--- config.mk ---
export PLATFORM = sky130hd
export DESIGN_NAME = free_slot_alloc
export DESIGN_NICKNAME = d
export VERILOG_FILES = /design/src/rtl/free_slot_alloc.sv
export SDC_FILE = /design/constraint.sdc
export NUM_CORES = 1
export LEC_CHECK = 0
export ABC_AREA = 0
export CORE_AREA = 2 2 62 64
export CTS_CLUSTER_SIZE = 14
export DETAILED_ROUTE_END_ITERATION = 8
export DIE_AREA = 0 0 64 66
export GPL_TIMING_DRIVEN = 0
export PLACE_DENSITY = 0.78
export REMOVE_ABC_BUFFERS = 1
export SYNTH_ARGS = -nofsm -noshare
export SYNTH_HDL_FRONTEND = slang
export SYNTH_SLANG_ARGS = --single-unit
--- constraint.sdc ---
create_clock -name CLK -period 2.9 [get_ports CLK]
set_input_delay 0.29 -clock CLK [delete_from_list [all_inputs] [get_ports CLK]]
set_output_delay 0.29 -clock CLK [all_outputs]
set_load 0.02 [all_outputs]
--- src/rtl/free_slot_alloc.sv ---
// free_slot_alloc: keeps a DW-entry occupancy bitmap and grants the lowest
// free slot on each accepted request. Slots are returned by index. The
// allocator also provides count, full/empty status, flush and a sticky
// misuse flag.
//
// Ports
//   CLK, RST        clock; asynchronous active-high reset
//   alloc_valid_i   requester wants one slot this cycle
//   alloc_ready_o   at least one slot is free
//   alloc_idx_o     lowest free slot (0 when full)
//   free_valid_i    return slot free_idx_i this cycle
//   free_idx_i      index of the slot being returned
//   flush_i         release every slot at the next edge
//   occ_o           registered occupancy bitmap (1 = slot in use)
//   cnt_o           number of occupied slots, 0..DW
//   full_o, empty_o status derived from the registered count
//   err_o           sticky: a free named a slot that was not occupied
module free_slot_alloc #(
  parameter int CW = 4,
  parameter int DW = 2**CW
) (
  input  logic          CLK,
  input  logic          RST,
  input  logic          alloc_valid_i,
  output logic          alloc_ready_o,
  output logic [CW-1:0] alloc_idx_o,
  input  logic          free_valid_i,
  input  logic [CW-1:0] free_idx_i,
  input  logic          flush_i,
  output logic [DW-1:0] occ_o,
  output logic [CW:0]   cnt_o,
  output logic          full_o,
  output logic          empty_o,
  output logic          err_o
);

  logic [DW-1:0] occ;
  logic [CW:0]   cnt;
  logic          err;

  // Heap-ordered "has-zero" tree. Node k has children 2k and 2k+1. Node 1 is
  // the root. Leaf DW+i holds ~occ[i]. The tree depth is CW OR levels.
  logic [2*DW-1:1] hz;

  genvar gi;
  generate
    for (gi = 0; gi < DW; gi++) begin : g_leaf
      assign hz[DW+gi] = ~occ[gi];
    end
    for (gi = 1; gi < DW; gi++) begin : g_node
      assign hz[gi] = hz[2*gi] | hz[2*gi+1];
    end
  endgenerate

  // Top-down select. At each level, go left when the left subtree holds a
  // zero. After CW steps the node number is DW + index, so its low CW bits
  // are the index.
  logic [CW:0] node [CW+1];
  assign node[0] = (CW+1)'(1);

  generate
    for (gi = 0; gi < CW; gi++) begin : g_sel
      assign node[gi+1] = {node[gi][CW-1:0], ~hz[{node[gi][CW-1:0], 1'b0}]};
    end
  endgenerate

  assign alloc_ready_o = hz[1];
  // With no zero present the walk ends at the rightmost leaf. Force index 0.
  assign alloc_idx_o   = hz[1] ? node[CW][CW-1:0] : '0;

  logic alloc_fire, free_fire, free_hit, free_miss;
  assign alloc_fire = alloc_valid_i & alloc_ready_o;
  assign free_fire  = free_valid_i & ~flush_i;
  assign free_hit   = free_fire &  occ[free_idx_i];
  assign free_miss  = free_fire & ~occ[free_idx_i];

  logic [DW-1:0] occ_nxt;
  logic [CW:0]   cnt_nxt;

  always_comb begin
    occ_nxt = occ;
    cnt_nxt = cnt;
    if (flush_i) begin
      // The grant in a flush cycle is dropped. Requesters treat it as void.
      occ_nxt = '0;
      cnt_nxt = '0;
    end else begin
      // A hit frees an occupied slot. A grant always targets a free slot.
      // The two can never name the same bit. A miss on the granted slot
      // leaves the grant in place.
      if (free_hit)   occ_nxt[free_idx_i]  = 1'b0;
      if (alloc_fire) occ_nxt[alloc_idx_o] = 1'b1;
      case ({alloc_fire, free_hit})
        2'b10:   cnt_nxt = cnt + 1'b1;
        2'b01:   cnt_nxt = cnt - 1'b1;
        default: cnt_nxt = cnt;
      endcase
    end
  end

  always_ff @(posedge CLK or posedge RST) begin
    if (RST) begin
      occ <= '0;
      cnt <= '0;
      err <= 1'b0;
    end else begin
      occ <= occ_nxt;
      cnt <= cnt_nxt;
      if (free_miss) err <= 1'b1;
    end
  end

  assign occ_o   = occ;
  assign cnt_o   = cnt;
  assign full_o  = (cnt == (CW+1)'(DW));
  assign empty_o = (cnt == '0);
  assign err_o   = err;

endmodule

# [Yosys cells after proc, flatten, opt, wreduce, memory -nomap -nowiden]
# Cells that the tools add are included.
[word_totals] register_bits=22 output_inout_bits=29 word_cells=82
[op_classes] n_addsub=2 n_lt_le_gt_ge=7 eq_ne=3 mux=19 n_bitwise=44 n_reduce_logical=4
[ops] operator="$mux 16" n=4
[ops] operator="$not 1->1" n=22
[ops] operator="$and 16x16->16" n=1
[ops] operator="$not 16->16" n=1
[ops] operator="$or 16x16->16" n=1
[ops] operator="$or 1x1->1" n=15
[ops] operator="$lt 4x5->1 const B" n=2
[ops] operator="$pmux 5 s2" n=1
[ops] operator="$demux 1 s4" n=2
[ops] operator="$ge 4x1->1 const B" n=2
[ops] operator="$mux 1" n=7
[ops] operator="$lt 3x6->1 const B" n=1
[ops] operator="$lt 4x6->1 const B" n=1
[ops] operator="$lt 5x6->1 const B" n=1
[ops] operator="$add 5x1->5 const B" n=1
[ops] operator="$eq 5x5->1 const B" n=1
[ops] operator="$logic_not 5->1" n=1
[ops] operator="$mux 5" n=1
[ops] operator="$sub 5x1->5 const B" n=1
[ops] operator="$and 1x1->1" n=4
[ops] operator="$bmux 1 s4" n=1
[ops] operator="$mux 4" n=1
[ops] operator="$bmux 1 s3" n=1
[ops] operator="$reduce_bool 3->1" n=1
[ops] operator="other kinds (4)" n=5

# [Longest topological paths before layout]
# Gate-level depths: netlist of the first run.
[depth] word_depth=22 depth_mapped=14

# [Worst setup path before layout of the first run]
# No wires, ideal clock.
[synth_timing] path_type="reg2reg" start="register occ[8], in the netlist occ_o[8]" end="register cnt[3], in the netlist cnt_o[3]" arrival_time_ps=2715 t_required_ps=2779 setup_slack_ps=64 stages_incl_launch_ff=14 n_path_buf=1 synth_period_minus_slack_ps=2836 path_cell_list="dfrtp_1 clkbuf_1 nand4_1 nor4_1 inv_1 nand2_1 nand2_1 inv_1 ha_1 a21o_1 a21oi_1 xor2_1 nor2_1 a22o_1"
[synth_via] elab_chain_cells=9
[synth_rtl] item="start, declared" line="37" source="logic [DW-1:0] occ;"
[synth_rtl] item="start signal, assigned" line="107" source="occ <= occ_nxt;"
[synth_rtl] item="$not 1->1 (*)" line="48" source="assign hz[DW+gi] = ~occ[gi];"
[synth_rtl] item="$or 1x1->1 (*) (4 in a row)" line="51" source="assign hz[gi] = hz[2*gi] | hz[2*gi+1];"
[synth_rtl] item="net alloc_ready_o" line="25" source="output logic alloc_ready_o,"
[synth_rtl] item="$and 1x1->1 (*)" line="72" source="assign alloc_fire = alloc_valid_i & alloc_ready_o;"
[synth_rtl] item="$eq 2x1->1 or $eq 2x2->1 (tied branches)" line="93" source="case ({alloc_fire, free_hit})"
[synth_rtl] item="$pmux 5 s2" line="93"
[synth_rtl] item="$mux 5" line="83" source="if (flush_i) begin"
[synth_rtl] item="end signal, assigned" line="108" source="cnt <= cnt_nxt;"
[synth_rtl] item="end, declared" line="38" source="logic [CW:0] cnt;"
# Mark *: on every way through the listed nets, which the timed path passes. The rest lies on a longest branch. The select of a mux whose other input is x is not followed.
# A chain may end at the register's enable or synchronous reset.

# [Worst setup path after layout of the first run]
[layout_timing] start="register occ[13], in the netlist occ_o[13]" end="register cnt[4], in the netlist cnt_o[4]"
[layout_via] elab_chain_cells=9
[layout_rtl] item="parallel branches: the longest is 9 deep, another holds $pmux 5 s2"
# Several ways; the timed one is not identified. The select of a mux whose other input is x is not followed.

==> out/metrics.yaml, run 1 <==
avgViaCountPerCell: 5.990
final_cell_count_no_fill: 298
worst_r2r_path_cells: 13
report.final.slew_viol_count: 0
core-area_mm2: 0.003551
initial_core_util_pct: 49.37
critical_path_arrival_ps: 3040
grt_antenna_before_repair: 0
design_power_total_mw: 0.6421
row_count: 22
mostFrequentLayoutCells: "34 x clkdlybuf4s50_1, 18 x nand2_1, 16 x nor2_1"
grt-ovfl-total: 0
die_height_um: 66
fin_ws_ps: 117.4
maximum_number_of_pins_on_one_net_before_global_route_repair: 30
cts_tree: "yes"
synthMuxAreaShare_pct: 8.922
regToRegStartpoint: "occ_o[13]$_DFF_PP0_"
synthTopCellsByArea: "dfrtp_1 31%, nor2b_1 4.3%, nand2_1 4.1%"
max-cap-violations: 0
postSynth.asyncResetShare_pct: 100.0
global_route.usage.total_pct: 23.06
synthesis.area_per_instance_um2: 8.509
hold_slack_ps: 439.2
fin_setup_tns_ps: 0
max-slew-margin-rel_pct: 43.39
hold_path_class: "in2async"
htreeDepth: 1
grt_pass1_wl_mm: 7.493
yosys.area_share.adder_pct: 3.283
p_per_area_mw_per_mm2: 274.1
edff_count_synth: 0
netlist_area_mm2: 0.001753
setup_viol_count_final: 0
max_freq_mhz: 359.4
detailed_place_hpwl_mm: 3.323
multi_input_comb_area_mm2: 0.001191
yosysSeqAreaShare_pct: 31.41
final_worst_path_period_share_pct: 95.95
crit_type: "reg2reg"
tritoncts_num_sinks: 22
synth-main-ff-cell: "dfrtp_1"
place_ws_ps: -915.8
drt_wl_total_mm: 4.826
drt_iter0_drc: 109
post_synth_and_or_nand_nor_area_fraction_pct: 26.41
final_hold_viol_count: 0
fp.dieArea_mm2: 0.004224
cp.required_ps: 3150
layout.cells.most_common: "clkdlybuf4s50_1"
max-vdd-ir-drop_mv: 0.1802
max_slew.worst_pin.slew_ps: 848.2
ctsHoldBuffers: 0
n_antenna_cell: 0
yosys_register_bits: 22
layout-drive-gt1-share_pct: 18.80
status: "complete, no violations"
fillCellCount: 295
cts_buf_count: 3
busiest_layer: "met2"
drt_pre_antenna_iters: 4
synth_compound_gate_area_share_pct: 23.77
finalWorstPathRequiredPeriod_ps: 2783
dominant_combinational_cell_family_by_area_after_synthesis: "simple AND/OR/NAND/NOR gates"
num_vias: 1785
worst_setup_path_end_kind: "flop"
timing.critical_path.from_type: "flop"
die_w_um: 64
worstPathMaxFanout: 5
gr-usage-met3_pct: 2.555
timing.rr.end: "cnt_o[4]$_DFFE_PP0P_"
postSynthCellCount: 206
wl_per_cell_um: 16.19
num_io_pins: 38
worst_skew_pair.late_latency_ps: 320
netlist.area_leader.share_pct: 31.41
clock_path_buffers: 2
synthDistinctLibCells: 52
r2r_setup_slack_ps: 120
static-leakage-power_nw: 0.9632
register_area_um2: 559.3
numPortBuffers: 37
use_met1_pct: 29.35
final_nets: 265
antenna_violating_nets_post_route: 0
synth_xor_area_share_pct: 0.9993
yosysWarningCount: 0
cts.reportedPaths.clkPinSlew_ps: 120
synth.largest_area_cell: "dfrtp_1"
fin_worst_skew_ps: 6.956
drt_drc_violations_left: 0
globalplace.congestion: 0.9239
area_growth_syn_to_layout_pct: 33.62
clk_root_buffer_cell: "clkbuf_4"
placed_cells_incl_taps: 282
grt_use_met2_pct: 40.36
grt_pass1_vias: 1606
-- registers in the layout, summed over array words and instances (netlist names) --
register  count
occ_o        16
cnt_o         5
err_o         1
-- critical path, cell delays in order (launching register included) --
cell and delay [ps]:
dfrtp_1 440, mux2_1 310, mux4_2 510, nand3_4 140
nand2_8 80, nand2_4 90, inv_2 60, ha_4 210
nor2b_2 150, o21ai_1 120, nand2b_1 140, nor4_2 270
mux2i_1 110, nand4_1 80
-- synthesized netlist by cell type (all sizes together) (3+ instances only) --
library cell and instances:
a31o 3, ha 3, nand3 8, nand4 7, nor2b 12, nand2b 7
dfrtp 22, nand4b 3, o21ai 11, inv 13, a31oi 6, mux2i 7
clkbuf 8, nand2 20, nor4 3, mux2 5, a21oi 9, a22o 3
o2bb2ai 6, a311o 4, nor2 16
-- per-stage QoR --
step | utilization, % | area (µm²)
floorplan | - | 1710
global placement | 60.29 | 2141
detailed placement | 60.29 | 2141
CTS | 61.24 | 2175
global route | 65.96 | 2342
finish | 65.96 | 2342
-- metal layers --
layer  share of wire, %  wire length, µm
met5                  0                0
met4                1.5               72
met3                6.3              302
met2                 48             2338
met1                 44             2112
-- power by group --
group          internal, mW  total [mW]  leakage (nW)  switching, mW
combinational        0.0734       0.171         0.662         0.0974
clock                0.0487       0.141        0.0138         0.0924
sequential            0.316       0.330         0.287         0.0146
total                 0.438       0.642         0.963          0.204
-- worst max path at each step --
stage                                   start                   end  slack, ps  depth (start not counted)
after global placement          free_idx_i[1]  cnt_o[4]$_DFFE_PP0P_       -920                         14
after detailed placement        free_idx_i[1]  cnt_o[4]$_DFFE_PP0P_       -920                         14
after global routing       occ_o[1]$_DFF_PP0_  cnt_o[4]$_DFFE_PP0P_        -30                         13
final                     occ_o[13]$_DFF_PP0_  cnt_o[4]$_DFFE_PP0P_        120                         13
after CTS                  occ_o[7]$_DFF_PP0_  cnt_o[4]$_DFFE_PP0P_          9                         13
after floorplan            occ_o[2]$_DFF_PP0_  cnt_o[4]$_DFFE_PP0P_        110                         13
-- kinds of logic after synthesis --
family,count (synthesis)
AOI/OAI and AO/OA,57
buffers and inverters,22
DFF,22
and+or+nand+nor,86
xor gates and xnor gates,2
muxes,13
adders and majority gates,4
-- what timing repair did --
action,in CTS,in global routing
endpoints found under the setup margin,6,3
pin swaps,0,9
setup buffers,0,13
gates resized for setup,12,22
gates cloned,0,0
-- layout make-up --
cell class / instances / share of cell area, %
Clock buffer: 3 / 0.9615
Inverter: 13 / 2.083
Multi-Input combinational cell: 162 / 50.85
Sequential cell: 22 / 23.88
Tap cell: 48 / 2.564
Timing Repair Buffer: 50 / 19.66
(Power assumes the default switching activity.)
==> run 2, diff against run 1 <==
--- a/config.mk
+++ b/config.mk
@@ -7,7 +7,7 @@
 export LEC_CHECK = 0
 export ABC_AREA = 0
 export CORE_AREA = 2 2 62 64
-export CTS_CLUSTER_SIZE = 14
+export CTS_CLUSTER_SIZE = 16
 export DETAILED_ROUTE_END_ITERATION = 8
 export DIE_AREA = 0 0 64 66
 export GPL_TIMING_DRIVEN = 0
==> results of run 2 <==
Final layout, timing and power as in run 1 (identical DEF).
==> run 3, diff against run 2 <==
--- a/config.mk
+++ b/config.mk
@@ -11,6 +11,7 @@
 export DETAILED_ROUTE_END_ITERATION = 8
 export DIE_AREA = 0 0 64 66
 export GPL_TIMING_DRIVEN = 0
+export HOLD_SLACK_MARGIN = 0.1
 export PLACE_DENSITY = 0.78
 export REMOVE_ABC_BUFFERS = 1
 export SYNTH_ARGS = -nofsm -noshare
==> results of run 3 <==
Final layout, timing and power as in run 1 (identical DEF).
